<file path="src/rtl/cdf_div_unit_if.sv">
// cdf_div_unit_if -- request/result bundle for the CDF equalisation divider.
//
// Signals:
//   enable      : stall control, low freezes the divider
//   start       : one-cycle request to latch operands and begin a job
//   cdfval      : CDF value of the current bin
//   cdf_min     : minimum non-zero CDF value
//   div_denom   : pixel count minus cdf_min
//   div_value   : equalised value (8 bits zero-extended to 32), registered
//   div_done    : sticky completion flag
//   div_by_zero : sticky flag, last job had div_denom = 0
//
// Modports: master drives the request side, slave is the divider.
interface cdf_div_unit_if;
    logic        enable;
    logic        start;
    logic [31:0] cdfval;
    logic [31:0] cdf_min;
    logic [31:0] div_denom;
    logic [31:0] div_value;
    logic        div_done;
    logic        div_by_zero;

    modport master (
        output enable, start, cdfval, cdf_min, div_denom,
        input  div_value, div_done, div_by_zero
    );

    modport slave (
        input  enable, start, cdfval, cdf_min, div_denom,
        output div_value, div_done, div_by_zero
    );
endinterface

</file>
<file path="src/rtl/cdf_div_unit.sv">
// cdf_div_unit -- histogram-equalisation divider.
//
// Computes div_value = min(255, floor(((cdfval - cdf_min) * 255) / div_denom))
// with a 40-bit restoring divider producing one quotient bit per enabled
// cycle. A job takes one PREP cycle plus 40 DIVIDE cycles; a zero
// denominator skips DIVIDE and reports 255 with div_by_zero set.
//
// Ports:
//   clk   : single clock, rising edge
//   reset : synchronous, active-high; clears all state
//   bus   : cdf_div_unit_if.slave (enable, start, operands, results)
//
// Build option:
//   CDF_DIV_ROUND_EN : when defined, adds div_denom/2 to a non-zero numerator
//                      so the result rounds to nearest (ties up). Latency is
//                      the same in both builds.
module cdf_div_unit (
    input  logic           clk,
    input  logic           reset,
    cdf_div_unit_if.slave  bus
);

    typedef enum logic [1:0] {
        IDLE   = 2'd0,
        PREP   = 2'd1,
        DIVIDE = 2'd2,
        DONE   = 2'd3
    } state_t;

    state_t      state, state_next;

    logic [31:0] op_cdf, op_min, op_denom;
    logic [39:0] numer;     // shifted left each DIVIDE cycle, MSB feeds the remainder
    logic [39:0] rem;
    logic [39:0] quot;
    logic [5:0]  cnt;       // bit position being produced, 39 down to 0
    logic [7:0]  value_q;
    logic        done_q;
    logic        dbz_q;

    // ------------------------------------------------------------------
    // Numerator formation (used in PREP)
    // ------------------------------------------------------------------
    logic [31:0] diff;
    logic [39:0] numer_prep;

    always_comb begin
        diff       = op_cdf - op_min;
        numer_prep = '0;
        if (op_cdf >= op_min) begin
            // x*255 as x*256 - x; fits in 40 bits for any 32-bit x
            numer_prep = {diff, 8'd0} - {8'd0, diff};
        end
`ifdef CDF_DIV_ROUND_EN
        if (numer_prep != '0) begin
            numer_prep = numer_prep + {9'd0, op_denom[31:1]};
        end
`endif
    end

    // ------------------------------------------------------------------
    // One restoring-division step (used in DIVIDE)
    // ------------------------------------------------------------------
    logic [39:0] denom_ext;
    logic [39:0] rem_shift;
    logic        sub_ok;
    logic [39:0] rem_step;
    logic [39:0] quot_step;
    logic [7:0]  value_sat;

    always_comb begin
        denom_ext = {8'd0, op_denom};
        rem_shift = {rem[38:0], numer[39]};
        // rem stays below the 32-bit denominator, so rem[39] never sets in
        // practice; folding it in keeps the step correct regardless.
        sub_ok    = rem[39] | (rem_shift >= denom_ext);
        rem_step  = sub_ok ? (rem_shift - denom_ext) : rem_shift;
        quot_step = sub_ok ? (quot | (40'd1 << cnt)) : quot;
        value_sat = (quot_step[39:8] != '0) ? 8'hFF : quot_step[7:0];
    end

    // ------------------------------------------------------------------
    // Next-state logic
    // ------------------------------------------------------------------
    always_comb begin
        state_next = state;
        case (state)
            IDLE:    if (bus.start) state_next = PREP;
            PREP:    state_next = (op_denom == '0) ? DONE : DIVIDE;
            DIVIDE:  if (cnt == '0) state_next = DONE;
            DONE:    state_next = bus.start ? PREP : IDLE;
            default: state_next = IDLE;
        endcase
    end

    // ------------------------------------------------------------------
    // State, datapath and outputs
    // ------------------------------------------------------------------
    always_ff @(posedge clk) begin
        if (reset) begin
            state    <= IDLE;
            op_cdf   <= '0;
            op_min   <= '0;
            op_denom <= '0;
            numer    <= '0;
            rem      <= '0;
            quot     <= '0;
            cnt      <= '0;
            value_q  <= '0;
            done_q   <= 1'b0;
            dbz_q    <= 1'b0;
        end else if (bus.enable) begin
            state <= state_next;
            case (state)
                IDLE, DONE: begin
                    if (bus.start) begin
                        op_cdf   <= bus.cdfval;
                        op_min   <= bus.cdf_min;
                        op_denom <= bus.div_denom;
                        done_q   <= 1'b0;
                        dbz_q    <= 1'b0;
                    end
                end
                PREP: begin
                    numer <= numer_prep;
                    rem   <= '0;
                    quot  <= '0;
                    cnt   <= 6'd39;
                    if (op_denom == '0) begin
                        value_q <= 8'hFF;
                        done_q  <= 1'b1;
                        dbz_q   <= 1'b1;
                    end
                end
                DIVIDE: begin
                    numer <= numer << 1;
                    rem   <= rem_step;
                    quot  <= quot_step;
                    if (cnt == '0) begin
                        value_q <= value_sat;
                        done_q  <= 1'b1;
                    end else begin
                        cnt <= cnt - 6'd1;
                    end
                end
                default: ;
            endcase
        end
    end

    assign bus.div_value   = {24'd0, value_q};
    assign bus.div_done    = done_q;
    assign bus.div_by_zero = dbz_q;

endmodule

</file>
<file path="src/flat_wrapper.sv">
// flat-port wrapper written by rule: the top's interface ports become plain ports
module cdf_div_unit_flat 
  (clk, reset, bus_enable, bus_start, bus_cdfval, bus_cdf_min, bus_div_denom, bus_div_value, bus_div_done, bus_div_by_zero);
  cdf_div_unit_if bus_i ();
  input  logic clk;
  input  logic reset;
  input wire logic [$bits(bus_i.enable)-1:0] bus_enable;
  input wire logic [$bits(bus_i.start)-1:0] bus_start;
  input wire logic [$bits(bus_i.cdfval)-1:0] bus_cdfval;
  input wire logic [$bits(bus_i.cdf_min)-1:0] bus_cdf_min;
  input wire logic [$bits(bus_i.div_denom)-1:0] bus_div_denom;
  output wire logic [$bits(bus_i.div_value)-1:0] bus_div_value;
  output wire logic [$bits(bus_i.div_done)-1:0] bus_div_done;
  output wire logic [$bits(bus_i.div_by_zero)-1:0] bus_div_by_zero;
  assign bus_i.enable = bus_enable;
  assign bus_i.start = bus_start;
  assign bus_i.cdfval = bus_cdfval;
  assign bus_i.cdf_min = bus_cdf_min;
  assign bus_i.div_denom = bus_div_denom;
  assign bus_div_value = bus_i.div_value;
  assign bus_div_done = bus_i.div_done;
  assign bus_div_by_zero = bus_i.div_by_zero;
  cdf_div_unit u_core (.clk(clk), .reset(reset), .bus(bus_i));
endmodule
</file>
<file path="config.mk">
export PLATFORM = sky130hd
export DESIGN_NAME = cdf_div_unit_flat
export DESIGN_NICKNAME = d
export VERILOG_FILES = /design/src/rtl/cdf_div_unit_if.sv /design/src/rtl/cdf_div_unit.sv /design/src/flat_wrapper.sv
export SDC_FILE = /design/constraint.sdc
export NUM_CORES = 1
export LEC_CHECK = 0
export CORE_MARGIN = 2
export CORE_UTILIZATION = 40
export DETAILED_ROUTE_END_ITERATION = 10
export MAX_ROUTING_LAYER = met4
export PLACE_DENSITY = 0.7
export SETUP_SLACK_MARGIN = 0.4
export SLEW_MARGIN = 20
export SYNTH_ARGS = -nofsm -noshare
export SYNTH_HDL_FRONTEND = slang
export SYNTH_SLANG_ARGS = --single-unit
</file>
<file path="constraint.sdc">
create_clock -name clk -period 5.3 [get_ports clk]
set_input_delay 0.795 -clock clk [delete_from_list [all_inputs] [get_ports clk]]
set_output_delay 0.795 -clock clk [all_outputs]
set_load 0.02 [all_outputs]
</file>
==> impl_metrics.env, run 1 <==
export IMPL_cp_slowest_cell="fa_1"
export IMPL_nets=2222
export IMPL_worstSetupEndpointType="register"
export IMPL_grt_pass1_vias=13000
export IMPL_overflow=0
export IMPL_power_leakage_nw=7.00
export IMPL_wl_mm=37.5
export IMPL_drv_cap=0
export IMPL_drt_iter0_markers=888
export IMPL_irDropWorstVdd_v=0.000340
export IMPL_timing_final_max_slew_violations=0
export IMPL_cts_buffers_inserted=27
export IMPL_ys_top_cells_by_count="nand2_1, dfxtp_1, a21oi_1, nor2_1, inv_1"
export IMPL_path_buf_inv=3
export IMPL_rsz0062_at_grt="no"
export IMPL_root_buffer="clkbuf_16"
export IMPL_dp_worst_setup_slack_ns=0.228
export IMPL_cp_data_required_time_ns=5.73
export IMPL_core_sq_um=36500
export IMPL_die_h_um=196
export IMPL_io_buffers=109
export IMPL_synth_edf_count=0
export IMPL_syn_cell_area_sq_um=14800
export IMPL_grtUsageTotal_pct=19.6
export IMPL_vias=13500
export IMPL_initial_utilization_pct=40.5
export IMPL_vias_per_cell=5.41
export IMPL_num_io_pins=134
export IMPL_cp_cell_sequence="inv_1, ha_1, inv_1, fa_1, a21oi_2, o2bb2ai_1, o211a_1, o31a_1, nor2_1, inv_1, ha_1, a21o_1, a21o_1, a21o_1, nor2b_1, nand3_1, o211ai_2, a211oi_2, nor4b_2, xnor2_1, o2bb2ai_1"
export IMPL_yosys_area_top_type="dfxtp_1"
export IMPL_synth_top_area_share_pct=31.7
export IMPL_cts_htree_levels=1
export IMPL_hold_class="register to register"
export IMPL_status="complete, no violations"
export IMPL_n_antenna_cell=0
export IMPL_insertion_delay_ns=0.55
export IMPL_yosysWarnings=0
export IMPL_drive_above_1_share_pct=6.58
export IMPL_async_flop_share_pct=0
export IMPL_path_class="register to register"
export IMPL_synth_distinct_cells=87
export IMPL_dieArea_sq_um=38500
export IMPL_drc=0
export IMPL_clock_skew_ns=0.0137
export IMPL_place_area_sq_um=16100
export IMPL_rows=70
export IMPL_clk_pin_slew_ns=0.06
export IMPL_gp_routability_congestion=0.923
export IMPL_yosysSeqAreaShare_pct=31.7
export IMPL_fin_ws_ns=0.676
export IMPL_cts_sinks=234
export IMPL_setup_violations_final=0
export IMPL_start_kind="register"
export IMPL_ys_seq_elements=234
export IMPL_critPathTopFamily="compound AO/OA/AOI/OAI gates"
export IMPL_die_w_um=196
export IMPL_min_period_ns=4.62
export IMPL_hold_viol=0
export IMPL_dp_hpwl_mm=27.0
export IMPL_synthToLayoutAreaGrowth_pct=16.9
export IMPL_dr_pass1_iters=5
export IMPL_grt_pass1_wl_mm=62.3
export IMPL_fin_util_pct=47.3
export IMPL_path_max_fanout=4
export IMPL_tightest_slew_ns=0.948
export IMPL_slew_headroom_pct=36.8
export IMPL_design_area_sq_um=17300
export IMPL_worstPathArrival_ns=5.05
export IMPL_max_freq_ghz=0.216
export IMPL_syn_inst=1964
export IMPL_ys_flop_type="dfxtp_1"
export IMPL_rrSetupSlack_ns=0.68
export IMPL_antenna_found_initial=0
export IMPL_yosysMostFrequentCell="nand2_1"
export IMPL_ant_nets=0
export IMPL_grt_max_degree=81
export IMPL_cts_tree="built"
export IMPL_slowest_delay_ns=0.42
export IMPL_synth_area_leaders="dfxtp_1, nand2_1, ha_1, a21oi_1, nor2_1"
export IMPL_powerDensity_nw_per_um2=424
export IMPL_avgSynthCellArea_sq_um=7.53
export IMPL_wl_per_cell_um=15.0
export IMPL_cts_max_path_buffers=3
export IMPL_period_share_pct=87.2
export IMPL_tns_ns=0
[through the flow]
stage | hold WS (ns) | total power [mW] | cells
5_1_grt | 0.468 | 7.81 | 2503
3_3_place_gp | 0.440 | 5.17 | 2453
2_1_floorplan | 0.427 | 4.48 | 1987
6_report | 0.454 | 7.33 | 2503
3_5_place_dp | 0.447 | 5.20 | 2453
4_1_cts | 0.454 | 7.19 | 2499
[layer usage]
layer / vias up / part of all wire, % / GRT usage, % / routed length [um]
met4: 0 / 2.2 / 4.97 / 829
met2: 280 / 47 / 32.6 / 17400
li1: 6889 / - / - / -
met3: 58 / 4.1 / 1.86 / 1520
met5: - / 0 / - / 0
met1: 6313 / 47 / 25.6 / 17700
[placed cells by master (no fill, tap or decap), drive strengths merged, types with 10 or more instances in the layout]
cell and instances:
and3 40, o21bai 13, buf 22, o22ai 13, xnor2 58, inv 119
a21o 47, nor4 21, ha 100, nand2b 19, nand3 51, xor2 37
nand2 335, mux2i 18, nand4 19, a21oi 227, nor3 31, dfxtp 234
clkbuf 36, o21a 15, o211ai 10, nor2b 17, o21ai 77, a211oi 14
conb 24, a31oi 53, and2 10, clkdlybuf4s50 108, nor2 158
[sequential cells by signal, indices dropped and copies added, names as in the netlist]
| signal | count |
|---|---|
| u_core.bus.div_done | 1 |
| u_core.state | 2 |
| u_core.quot | 40 |
| u_core.value_q | 8 |
| u_core.numer | 40 |
| u_core.bus.div_by_zero | 1 |
| u_core.op_cdf | 32 |
| u_core.rem | 40 |
| u_core.op_denom | 32 |
| u_core.op_min | 32 |
| u_core.cnt | 6 |
[where the power goes]
| part | switching, mW | total (mW) | internal, mW |
|---|---|---|---|
| Clock | 0.757 | 1.93 | 1.17 |
| Sequential | 0.0606 | 1.91 | 1.85 |
| Combinational | 2.06 | 3.50 | 1.44 |
[kinds of logic (layout without fill, tap and decap cells)]
group                    Yosys count  after routing  share of synthesized area [%]
buffers and inverters            245            293                           7.01
adder cells (fa/ha/maj)          102            102                           8.73
XOR/XNOR                          95             95                           5.78
AND/OR/NAND/NOR                  736            736                           22.8
multiplexers                      19             19                           1.29
other                              1             24                         0.0254
flip-flops                       234            234                           31.7
AO/OA/AOI/OAI                    532            532                           22.7
[timing repair]
action                                 in CTS  in global routing
setup endpoints to repair                   5                 12
pin swaps                                   2                 17
endpoints found under the hold margin       0                  0
hold buffers                                0                  0
setup buffers                               2                  4
gates resized for setup                     6                 32
cloned                                      0                  0
[final timing paths]
path,from,endpoint,depth (start not counted)
worst max-delay path,u_core.op_cdf[0],u_core.numer[39],21
worst min-delay path,u_core.op_min[15],u_core.op_min[15],2
worst max register to register,u_core.op_cdf[0],u_core.numer[39],21
worst min register to register,u_core.op_min[15],u_core.op_min[15],2
[worst reg2reg max path, delay by kind of cell (launching register included)]
family / cells / cell delay, ns
buffers and inverters: 3 / 0.19
AO/OA/AOI/OAI: 10 / 2.12
adder cells (fa/ha/maj): 3 / 0.92
XOR/XNOR: 1 / 0.10
AND/OR/NAND/NOR: 4 / 0.90
flip-flops: 1 / 0.31
[final cells by class]
| type | instances | area [sq um] |
|---|---|---|
| Fill cell | 3590 | 19200 |
| Multi-Input combinational cell | 1508 | 9410 |
| Timing Repair Buffer | 130 | 1250 |
| Tap cell | 468 | 586 |
| Clock buffer | 36 | 779 |
| Sequential cell | 234 | 4680 |
| Clock inverter | 8 | 135 |
| Inverter | 119 | 447 |
No activity file was read; power rests on OpenSTA's default activity.
==> inputs of run 2 (changes only) <==
--- a/constraint.sdc
+++ b/constraint.sdc
@@ -3,2 +3,2 @@
 set_output_delay 0.795 -clock clk [all_outputs]
-set_load 0.02 [all_outputs]
+set_load 0.1 [all_outputs]
==> results of run 2 <==
The final DEF is identical to that of run 1. Status: complete, no violations.
Among the figures that moved: total power 7.33 mW -> 7.44 mW
